===== src/rtl/mult_control.sv =====
// -----------------------------------------------------------------------------
// mult_control
// Sequencing FSM for the sequential 8x8 multiplier. Drives the 16-bit
// accumulator's load enable / synchronous clear and the datapath's nibble and
// shift selects, stepping the four 4x4 partial products into the accumulator.
//
// Parameters:
//   DONE_CYCLES  cycles 'done' is held in CALC_DONE (legal 1..4)
//
// Ports:
//   clk        rising-edge clock (shared with the accumulator)
//   aclr_n     asynchronous active-low reset
//   start      start request, sampled on clk
//   input_sel  operand nibble select: 00 alo*blo, 01 ahi*blo, 10 alo*bhi, 11 ahi*bhi
//   shift_sel  partial-product shift: 00 <<0, 01 <<4, 10 <<8, 11 unused
//   clk_ena    accumulator load enable
//   sclr_n     accumulator synchronous clear, active-low
//   done       product valid on accumulator output
//   err        start seen while busy (only with MULT_CTRL_ERR_EN, else 0)
//   state_out  encoded state for debug display
//
// Build option:
//   MULT_CTRL_ERR_EN  enables the ERR state and the err output; when undefined
//                     a start during a product is ignored.
// -----------------------------------------------------------------------------
module mult_control #(
  parameter int DONE_CYCLES = 1
) (
  input  logic       clk,
  input  logic       aclr_n,
  input  logic       start,
  output logic [1:0] input_sel,
  output logic [1:0] shift_sel,
  output logic       clk_ena,
  output logic       sclr_n,
  output logic       done,
  output logic       err,
  output logic [2:0] state_out
);

  // Encodings are fixed: they are visible on state_out.
  typedef enum logic [2:0] {
    IDLE      = 3'd0,
    LSB       = 3'd1,
    MID       = 3'd2,
    MSB       = 3'd3,
`ifdef MULT_CTRL_ERR_EN
    ERR       = 3'd5,
`endif
    CALC_DONE = 3'd4
  } state_t;

  localparam logic [1:0] DONE_LAST = 2'(DONE_CYCLES - 1);

  state_t     state, state_nxt;
  logic [1:0] count, count_nxt;

  logic       ena_moore;
  logic       can_restart;
  logic       restart;

  always_ff @(posedge clk or negedge aclr_n) begin
    if (!aclr_n) begin
      state <= IDLE;
      count <= '0;
    end else begin
      state <= state_nxt;
      count <= count_nxt;
    end
  end

  always_comb begin
    state_nxt = state;
    count_nxt = count;
    case (state)
      IDLE: begin
        if (start) begin
          state_nxt = LSB;
          count_nxt = '0;
        end
      end
      LSB: begin
        state_nxt = MID;
        count_nxt = '0;
      end
      MID: begin
        // Two sub-steps share MID: the cross products ahi*blo and alo*bhi.
        if (count == 2'd0) begin
          count_nxt = 2'd1;
        end else begin
          state_nxt = MSB;
          count_nxt = '0;
        end
      end
      MSB: begin
        state_nxt = CALC_DONE;
        count_nxt = '0;
      end
      CALC_DONE: begin
        if (start) begin
          state_nxt = LSB;
          count_nxt = '0;
        end else if (count == DONE_LAST) begin
          state_nxt = IDLE;
          count_nxt = '0;
        end else begin
          count_nxt = count + 2'd1;
        end
      end
`ifdef MULT_CTRL_ERR_EN
      ERR: begin
        if (start) begin
          state_nxt = LSB;
          count_nxt = '0;
        end
      end
`endif
      default: begin
        state_nxt = IDLE;
        count_nxt = '0;
      end
    endcase

`ifdef MULT_CTRL_ERR_EN
    // A start while a product is in flight aborts it into ERR.
    if (start && (state == LSB || state == MID || state == MSB)) begin
      state_nxt = ERR;
      count_nxt = '0;
    end
`endif
  end

  always_comb begin
    input_sel   = '0;
    shift_sel   = '0;
    ena_moore   = 1'b0;
    done        = 1'b0;
    err         = 1'b0;
    can_restart = 1'b0;
    case (state)
      IDLE: begin
        can_restart = 1'b1;
      end
      LSB: begin
        ena_moore = 1'b1;
      end
      MID: begin
        ena_moore = 1'b1;
        shift_sel = 2'b01;
        input_sel = (count == 2'd0) ? 2'b01 : 2'b10;
      end
      MSB: begin
        ena_moore = 1'b1;
        shift_sel = 2'b10;
        input_sel = 2'b11;
      end
      CALC_DONE: begin
        done        = 1'b1;
        can_restart = 1'b1;
      end
`ifdef MULT_CTRL_ERR_EN
      ERR: begin
        err         = 1'b1;
        can_restart = 1'b1;
      end
`endif
      default: ;
    endcase

    // Mealy clear: a start in a restartable state clears the accumulator on
    // this same edge. Masked during reset so sclr_n reads 1 while aclr_n=0.
    restart = aclr_n & start & can_restart;
    clk_ena = ena_moore | restart;
    sclr_n  = ~restart;
  end

  assign state_out = state;

endmodule


===== config.mk =====
export PLATFORM = sky130hd
export DESIGN_NAME = mult_control
export DESIGN_NICKNAME = d
export VERILOG_FILES = /design/src/rtl/mult_control.sv
export SDC_FILE = /design/constraint.sdc
export NUM_CORES = 1
export LEC_CHECK = 0
export CAP_MARGIN = 30
export CORE_AREA = 3 3 40 42
export DETAILED_ROUTE_END_ITERATION = 10
export DIE_AREA = 0 0 43 45
export PLACE_DENSITY_LB_ADDON = 0.12
export SLEW_MARGIN = 5
export SYNTH_ARGS = -nofsm -noshare
export SYNTH_HDL_FRONTEND = slang
export SYNTH_SLANG_ARGS = --single-unit

===== constraint.sdc =====
create_clock -name clk -period 1.4 [get_ports clk]
set_input_delay 0.42 -clock clk [delete_from_list [all_inputs] [get_ports clk]]
set_output_delay 0.42 -clock clk [all_outputs]
set_load 0.03 [all_outputs]

==> key figures, run 1 <==
Setup path
  – Crit path buffers/inverters: 3
  – RR Startpoint: count[0]$_DFFE_PN0P_
  – Largest stage delay, worst path: 390 ps
  – Levels on crit path: 5
  – Worst path required time: between 900 and 1000 ps
  – Critical Path End: input_sel[0]
  – Crit path launch type: register
  – Worst R2R Path Depth: 8
  – CP endpoint kind: output pin
  – Crit-path cells: inv_2 > ha_4 > inv_4 > a21oi_4 > buf_6
  – Worst-path fanout max: 3
  – Critical R2R Capture: count[0]$_DFFE_PN0P_
  – Crit-path slowest cell: dfrtp_1
  – Signal arrival time at the worst endpoint: 1170 ps
  – Beginning of the critical path: count[1]$_DFFE_PN0P_
  – Crit path max-delay family: flip-flops
  – R2r setup slk: roughly 10 ps
  – Crit Path Class: reg -> out

Synth
  – Post-Syn Nets: 42
  – Library cells used by synthesis: 20
  – Leading area contributor after synthesis: dfrtp_1
  – Synthesized area per cell: 8.86 um2
  – Register bit count reported by yosys: 5
  – Mapped Area: 328 um2
  – Synth top area share: 38.2%
  – Synth warnings: 0
  – Post-Syn Instances: 37
  – Post-synthesis sequential area ratio: about two fifths
  – Largest cells by area after synthesis: dfrtp_1, ha_1, nor2_1

STA
  – Maximum clock frequency: 0.631 GHz
  – Setup TNS: -1100 ps
  – Final Worst Setup Slack: -186 ps
  – Layout Skew: between 3 and 4 ps
  – Final Hold Fails: 0
  – Tcrit/Tclk final: 113%
  – Setup Viol. Count Final: 7
  – RSZ-0062 raised after global routing: true
  – Hold WS: 281 ps
  – Crit path time final: about 1600 ps
  – Final count of pins violating max slew: 0

Final layout
  – Fin nets: 76
  – Footprint of the multi-input gates: 269 um2
  – Share of post-route cells with drive strength above 1: 74.3%
  – Area Growth Syn to Fin: 127%
  – Final Non-Filler Cells: 85
  – Storage cell area: 129 um2
  – Fillers: 118
  – ANT cells: 0

Clock tree
  – Num CTS Buffers: 3
  – Clock Path Buffers: 2
  – Number of H-tree levels: 1
  – Clock Latency Late Sink: 240 ps
  – Root Buffer: clkbuf_4
  – Clock Pin Slew Worst Setup and Hold Paths: ~40 ps
  – Clock Sinks: 5
  – TritonCTS clock tree: built

Status
  – Failing checks: setup timing
  – Outcome: finished, violations left

Power
  – PD cells: 2590 nW/um2
  – Design Power: 1.93 mW
  – Max IR drop VDD: 904 uV
  – LEAKAGE: roughly 0.35 nW

Global routing
  – GR Overflow Total: 0
  – First-pass GRT wire length: 1670 um
  – Vias in the first global route: 386
  – Initial antenna violation count: 0
  – Pin count of the biggest net entering global routing: 6
  – GRT Total Usage: about an eighth

Routing
  – Vias after detailed routing: 378
  – Routed len/inst: ~12 um
  – Post-route ant nets: 0
  – 1st-pass router iterations: 2
  – Vias per inst: 4.45
  – DRT Wirelength: 995 um
  – Initial DRC count: 5
  – DRC: 0

Floorplan
  – Chip height: 45 um
  – Die area: 1940 um2
  – Core box area: 1280 um2
  – I/O Pins: 14
  – Initial Utilization: 25.5%
  – Rows: 13
  – Die width: 43 um

Placed design
  – Placed instance count: 71
  – Gpl congestion: roughly 0.76
  – HPWL after detailed placement: 717 um
  – Place WS: -318 ps
  – Port bufs: 12

Flow run
  – Max-Cap Viols: 0

Hold path
  – Hold Crit Class: in -> async
==> state kept, by name (all words and copies together) (netlist names) <==
register,cells
state_out,3
count,2
==> kinds of logic (layout without fill, tap and decap cells) <==
logic type / count (synthesis) / count (layout) / share of synthesized area [%]
DFF: 5 / 5 / 38.2
other: 1 / 1 / 1.14
buffers and inverters: 8 / 41 / 11.1
adders and majority gates: 2 / 2 / 7.63
AOI/OAI and AO/OA: 6 / 6 / 12.6
xor gates and xnor gates: 1 / 1 / 2.67
muxes: 1 / 1 / 3.05
and+or+nand+nor: 13 / 13 / 23.7
==> how the worst min path moves through the flow <==
stage	start	cells after the start	slack, ps	endpoint
finish	aclr_n	2	280	state_out[0]$_DFFE_PN0P_
global route	aclr_n	2	290	state_out[1]$_DFFE_PN0P_
CTS	aclr_n	2	280	state_out[0]$_DFFE_PN0P_
detailed placement	state_out[2]$_DFFE_PN0P_	1	490	state_out[1]$_DFFE_PN0P_
global placement	state_out[2]$_DFFE_PN0P_	1	490	state_out[1]$_DFFE_PN0P_
floorplan	aclr_n	0	120	count[0]$_DFFE_PN0P_
==> cells in the mapped netlist <==
master / number
xnor2_1: 1
nand3_1: 1
buf_4: 1
conb_1: 1
nor3_2: 1
nor2_1: 6
ha_1: 2
o32a_1: 1
a21o_1: 1
o21ai_0: 1
inv_1: 5
nor4_1: 2
mux2i_1: 1
and2_2: 1
a2bb2oi_1: 1
buf_2: 2
dfrtp_1: 5
a21oi_1: 2
nand2b_1: 1
nor2b_4: 1
==> repair_timing <==
item	4_1_cts	5_1_grt
pin swaps	4	2
hold buffers	0	0
gates resized for setup	16	5
setup buffers	7	3
setup endpoints to repair	8	9
==> power breakdown <==
part	total, mW	internal, mW	switching [mW]
logic	1.48	0.741	0.739
clock network	0.165	0.108	0.0573
registers	0.284	0.206	0.0780
==> layer usage <==
metal | wire (um) | global-route usage [%] | vias to the layer above
li1 | - | - | 186
met1 | 370 | 13.0 | 177
met2 | 528 | 19.8 | 13
met3 | 76 | 5.58 | 2
met4 | 19 | 7.23 | 0
met5 | 0 | 0 | -
==> cells in the final DEF, fill, tap and decap left out, types with 3 or more instances in the layout <==
cell and n:
nor2_1 3, dfrtp_2 3, clkbuf_4 3, nor2_4 3
buf_4 20, buf_6 10
==> per-stage QoR <==
step | utilization, % | cell area, um2
CTS | 54.3 | 698
global route | 57.9 | 744
floorplan | - | 420
detailed placement | 45.1 | 579
finish | 57.9 | 744
global placement | 45.1 | 579
==> area by class of cell <==
cell class	count	share of cell area [%]
clock buffer	4	3.53
inverter	5	2.86
multi-input combinational	24	36.1
sequential	5	17.3
tap	15	2.52
timing repair buffer	32	37.6
(Power assumes the default switching activity.)
==> run 2, diff against run 1 <==
--- a/config.mk
+++ b/config.mk
@@ -5,6 +5,7 @@
 export SDC_FILE = /design/constraint.sdc
 export NUM_CORES = 1
 export LEC_CHECK = 0
+export ABC_CLOCK_PERIOD_IN_PS = 1400
 export CAP_MARGIN = 30
 export CORE_AREA = 3 3 40 42
 export DETAILED_ROUTE_END_ITERATION = 10
==> results of run 2 <==
The final DEF is identical to that of run 1; final timing and power are the same.
==> run 3, diff against run 2 <==
--- a/config.mk
+++ b/config.mk
@@ -5,7 +5,7 @@
 export SDC_FILE = /design/constraint.sdc
 export NUM_CORES = 1
 export LEC_CHECK = 0
-export ABC_CLOCK_PERIOD_IN_PS = 1400
+export ABC_CLOCK_PERIOD_IN_PS = 1510
 export CAP_MARGIN = 30
 export CORE_AREA = 3 3 40 42
 export DETAILED_ROUTE_END_ITERATION = 10
@@ -15,3 +15,4 @@
 export SYNTH_ARGS = -nofsm -noshare
 export SYNTH_HDL_FRONTEND = slang
 export SYNTH_SLANG_ARGS = --single-unit
+export TNS_END_PERCENT = 10
==> constraint.sdc (replaced) <==
create_clock -name clk -period 1.51 [get_ports clk]
set_input_delay 0.453 -clock clk [delete_from_list [all_inputs] [get_ports clk]]
set_output_delay 0.453 -clock clk [all_outputs]
set_load 0.03 [all_outputs]
==> run 3 against run 2 <==
The run still ends with setup timing left; largest cell class is now multi-input combinational cells; critical path depth did not move; die area did not move; power fell by 14%; count of clock-buffer cells in the layout did not move; non-clock buffer count fell by 8; setup slack improved by 46 ps; global-route usage fell by 0.41 points; core utilization fell by 6.8 points; final area fell by 12%; register-to-register slack improved by 190 ps; worst hold slack improved by 30 ps.
==> key figures, run 3 (synthesis gave the netlist of run 1 again) <==
Status
  – Outcome: finished, violations left
  – Failing checks: setup timing

Hold path
  – Hold Crit Class: in -> async

Placed design
  – Place WS: -268 ps (+50.1 ps)
  – HPWL after detailed placement: 754 um (+5.2%)
  – Gpl congestion: 0.754 (-0.46%)
  – Port bufs: 12 (unchanged)

Global routing
  – Vias in the first global route: 348 (-9.8%)
  – Pin count of the biggest net entering global routing: 7 (+1)
  – First-pass GRT wire length: 1640 um (-1.6%)
  – Initial antenna violation count: 0 (unchanged)
  – GR Overflow Total: 0 (unchanged)
  – GRT Total Usage: 11.7% (-0.41 points)

Floorplan
  – Rows: 13 (unchanged)
  – Chip height: 45 um (unchanged)
  – I/O Pins: 14 (unchanged)
  – Initial Utilization: 25.5% (unchanged)
  – Die area: 1940 um2 (unchanged)
  – Die width: 43 um (unchanged)
  – Core box area: 1280 um2 (unchanged)

STA
  – Setup TNS: -551 ps (+546 ps)
  – Hold WS: 312 ps (+30.4 ps)
  – Final Worst Setup Slack: -139 ps (+46.4 ps)
  – Layout Skew: 1.32 ps (-1.82 ps)
  – Final Hold Fails: 0 (unchanged)
  – Maximum clock frequency: 0.606 GHz
  – RSZ-0062 raised after global routing: true
  – Final count of pins violating max slew: 0 (unchanged)
  – Setup Viol. Count Final: 7 (unchanged)
  – Crit path time final: between 1500 and 2000 ps
  – Tcrit/Tclk final: 109%

Final layout
  – Area Growth Syn to Fin: 100%
  – Most common cell after layout, fill and taps aside: buf_4
  – Max FFs per register: 3 (unchanged)
  – Share of post-route cells with drive strength above 1: 67.7% (-6.5 points)
  – Fillers: 128 (+8.5%)
  – ANT cells: 0 (unchanged)
  – Most frequent cells in the layout: buf_4, buf_6
  – Fin nets: 68 (-11%)

Clock tree
  – Clock Pin Slew Worst Setup and Hold Paths: 40 ps (about the same)
  – Clock Path Buffers: 2 (unchanged)
  – Num CTS Buffers: 3 (unchanged)
  – CTS hold repair buffers: 0 (unchanged)
  – Number of H-tree levels: 1 (unchanged)
  – TritonCTS clock tree: built
  – Clock Latency Late Sink: 240 ps (about the same)
  – Root Buffer: clkbuf_4
  – Clock Sinks: 5 (unchanged)

Setup path
  – R2r setup slk: 200 ps (+190 ps)
  – Worst path required time: 1060 ps (+80 ps)
  – Crit Path Class: reg -> out
  – Signal arrival time at the worst endpoint: 1200 ps (+30 ps)
  – Worst R2R Path Depth: 6 (-2)
  – CP endpoint kind: output pin
  – Worst-path fanout max: 3 (unchanged)
  – Crit path launch type: register

Routing
  – Initial DRC count: 4 (-1)
  – DRT Wirelength: 952 um (-4.3%)
  – Post-route ant nets: 0 (unchanged)
  – Vias after detailed routing: 348 (-7.9%)
  – 1st-pass router iterations: 4 (+2)
  – DRC: 0 (unchanged)
  – Vias per inst: 4.52 (+1.6%)
  – Routed len/inst: 12.4 um (+5.6%)

Power
  – PD cells: 2510 nW/um2 (-3.1%)
  – LEAKAGE: 0.307 nW (-12%)
  – Max IR drop VDD: 790 uV (-13%)

Flow run
  – Max-Cap Viols: 0 (unchanged)
-- run 3: through the flow --
step	cell area, um2	std cells	power [mW]	util [%]
after floorplan	419	37	1.02	-
final	657	77	1.65	51.1
after global routing	657	77	1.74	51.1
after CTS	641	75	1.62	49.9
after detailed placement	571	70	1.35	44.4
after global placement	571	70	1.33	44.4
-- run 3: final timing paths --
| check | start | endpoint |
|---|---|---|
| worst min register to register | state_out[2]$_DFFE_PN0P_ | state_out[1]$_DFFE_PN0P_ |
| worst min-delay path | aclr_n | state_out[0]$_DFFE_PN0P_ |
| worst max register to register | count[0]$_DFFE_PN0P_ | count[0]$_DFFE_PN0P_ |
| worst max-delay path | count[0]$_DFFE_PN0P_ | input_sel[1] |
| min in group clk | state_out[2]$_DFFE_PN0P_ | state_out[1]$_DFFE_PN0P_ |
| max in group asynchronous | aclr_n | state_out[1]$_DFFE_PN0P_ |
-- run 3: final cells by class --
type	instances	area (um2)	area share, %
Clock buffer	4	26.3	4.00
Inverter	5	18.8	2.86
Multi-Input combinational cell	24	256	39.0
Sequential cell	5	128	19.4
Tap cell	15	18.8	2.86
Timing Repair Buffer	24	209	31.8
-- run 3: where the power goes --
group / switching, mW / internal (mW)
clock: 0.0548 / 0.0999
combinational: 0.673 / 0.578
sequential: 0.0547 / 0.189
-- run 3: worst max-delay path, stage by stage (launching register included) --
cell,delay [ps]
dfrtp_1,370
inv_2,60
ha_4,160
buf_6,110
a21oi_4,110
buf_6,140
-- run 3: per-layer routing --
| layer | track usage, % | vias up | part of all wire, % |
|---|---|---|---|
| met1 | 13.7 | 162 | 42 |
| met5 | 0 | - | 0 |
| met4 | 5.42 | 0 | 0 |
| li1 | - | 173 | - |
| met3 | 3.19 | 0 | 6.6 |
| met2 | 20.1 | 13 | 51 |
-- run 3: what timing repair did --
item,CTS,global route
endpoints found under the setup margin,7,7
buffers inserted,1,2
pin swaps,3,1
gates resized for setup,14,1
==> RTL change (settings of run 1) <==
The option `MULT_CTRL_ERR_EN` is turned on by a define.
--- a/src/rtl/mult_control.sv
+++ b/src/rtl/mult_control.sv
@@ -23,6 +23,8 @@
 //   MULT_CTRL_ERR_EN  enables the ERR state and the err output; when undefined
 //                     a start during a product is ignored.
 // -----------------------------------------------------------------------------
+`define MULT_CTRL_ERR_EN
+
 module mult_control #(
   parameter int DONE_CYCLES = 1
 ) (
Formal check against the unedited RTL: not equivalent (Yosys sat finds a counterexample within 4 cycles, from zero or initial values).
==> RTL change against run 1 <==
The run still ends with setup timing left; first-iteration DRC count fell by 80%; area after synthesis rose by 24%; sequential power rose by 3%; sequential cell count did not move; utilization rose by 6.5 points; cell count rose by 12%; worst setup slack got worse by 0.052 ns; final area rose by 11%; routed wire length rose by 2.4%; highest routed layer is now met3; power rose by 3.2%.
==> RTL change: results (changes against run 1) <==
worst hold margin=0.278 ns (-0.00326 ns); Setup WS pre-CTS=-0.379 ns (-0.0609 ns); Seq/Total Area, Yosys=30.7% (-7.5 points); setup slack, reg-to-reg=0.08 ns (+0.07 ns); Lkg Pwr=0.362 nW (+3.6%); proportion of layout cells with a drive suffix above 1=75.0% (+0.71 points); Final HPWL DP=783 um (+9.2%); metal2 WL=498 um (-5.7%); WL met3=59 um (-22%); most common cell in the netlist=nor2_1; adder-cell share of the synthesized area=6.13% (-1.5 points); met3 usage=1.20% (-4.4 points); H-tree depth=1 (unchanged); met2 Use GR=20.1% (+0.30 points); clock skew=0.00216 ns (-0.000975 ns); Reg clk slew, reported paths=0.04 ns (about the same); post-synthesis mux area share=2.76% (-0.29 points); vias in the first global route=403 (+4.4%); per-cell routed wire length=10.7 um (-8.4%); Worst Hold Class=in2async; Buffers on Ports=13 (+1); synth unique cells=24 (+20%); Nets=86 (+13%); drt pass-1 iters=3 (+1); Post-DP Area=656 um^2 (+13%); gr usage total=12.0% (-0.17 points); met1 usage=14.2% (+1.2 points); first-pass GRT wire length=1680 um (+0.42%); DR top layer=met3; Area contributors post-synth=dfrtp_1 (31%), buf_6 (8.3%), nor2_1 (7.4%), ha_1 (6.1%), xnor2_1 (4.3%); largest net degree at the start of global routing=9 (+3); DR iter-0 viols=1 (-4); Crit Path Max Fanout=2 (-1); Synth Area in Compound Gates=19.6% (+7.0 points); setup violators final=8 (+1); Commonest cells post-synth=nor2_1 (8), dfrtp_1 (5), inv_1 (4), a21oi_1 (3), buf_6 (3); via count=420 (+11%); XOR/XNOR Fraction of Synth Area=4.29% (+1.6 points); maximum vdd drop=0.00152 V (+69%); post-route setup slack=-0.238 ns (-0.0524 ns); Crit path arrival time=1.22 ns (+0.05 ns); Num CTS Buffers=3 (unchanged); global placer's final weighted congestion=0.711 (-6.2%); relative slew slack=83.0%; outcome=finished with violations; Post-Route M1 WL=461 um (+25%); violated checks=setup timing; syn nets=50 (+19%); Fin. Hold Viols=0 (unchanged)
## RTL change: cell type report
class                   count  area (um^2)
well taps                  15         18.8
repair buffers             35          325
flip-flops and latches      5          129
multi-input cells          32          314
fillers                   104          457
inverters                   4         15.0
clock buffers               4         26.3
## RTL change: timing repair
action                                 in CTS  in global routing
setup endpoints to repair                  10                 11
buffers inserted                            8                  4
endpoints found under the hold margin       0                  0
cloned                                      0                  0
pin swaps                                   5                  2
resized for setup                          24                  3
## RTL change: critical path, stage by stage (launching register included)
cell	delay, ns
dfrtp_1	0.35
inv_2	0.06
ha_4	0.15
and2b_2	0.21
nor2_4	0.08
buf_6	0.13
## RTL change: stage by stage
step                      cells  utilization [%]  setup TNS, ns
final                        95             64.5          -1.46
after global routing         95             64.5          -2.03
after CTS                    92             62.1          -1.57
after detailed placement     82             51.0          -1.01
after global placement       82             51.0         -0.976
after floorplan              45                -         -0.225
## RTL change: final timing paths
kind | end | depth (start not counted) | startpoint
max in group asynchronous | state_out[2]$_DFFE_PN0P_ | 2 | aclr_n
min in group clk | state_out[2]$_DFFE_PN0P_ | 1 | state_out[2]$_DFFE_PN0P_
worst max-delay path | input_sel[1] | 5 | count[0]$_DFFE_PN0P_
worst max register to register | count[0]$_DFFE_PN0P_ | 6 | count[1]$_DFFE_PN0P_
worst min register to register | state_out[2]$_DFFE_PN0P_ | 1 | state_out[2]$_DFFE_PN0P_
worst min-delay path | state_out[0]$_DFFE_PN0P_ | 2 | aclr_n
## RTL change: report_power, final
group	switching, mW	internal (mW)	total [mW]
combinational	0.750	0.788	1.54
clock	0.0521	0.107	0.159
sequential	0.0927	0.199	0.292
total	0.895	1.09	1.99
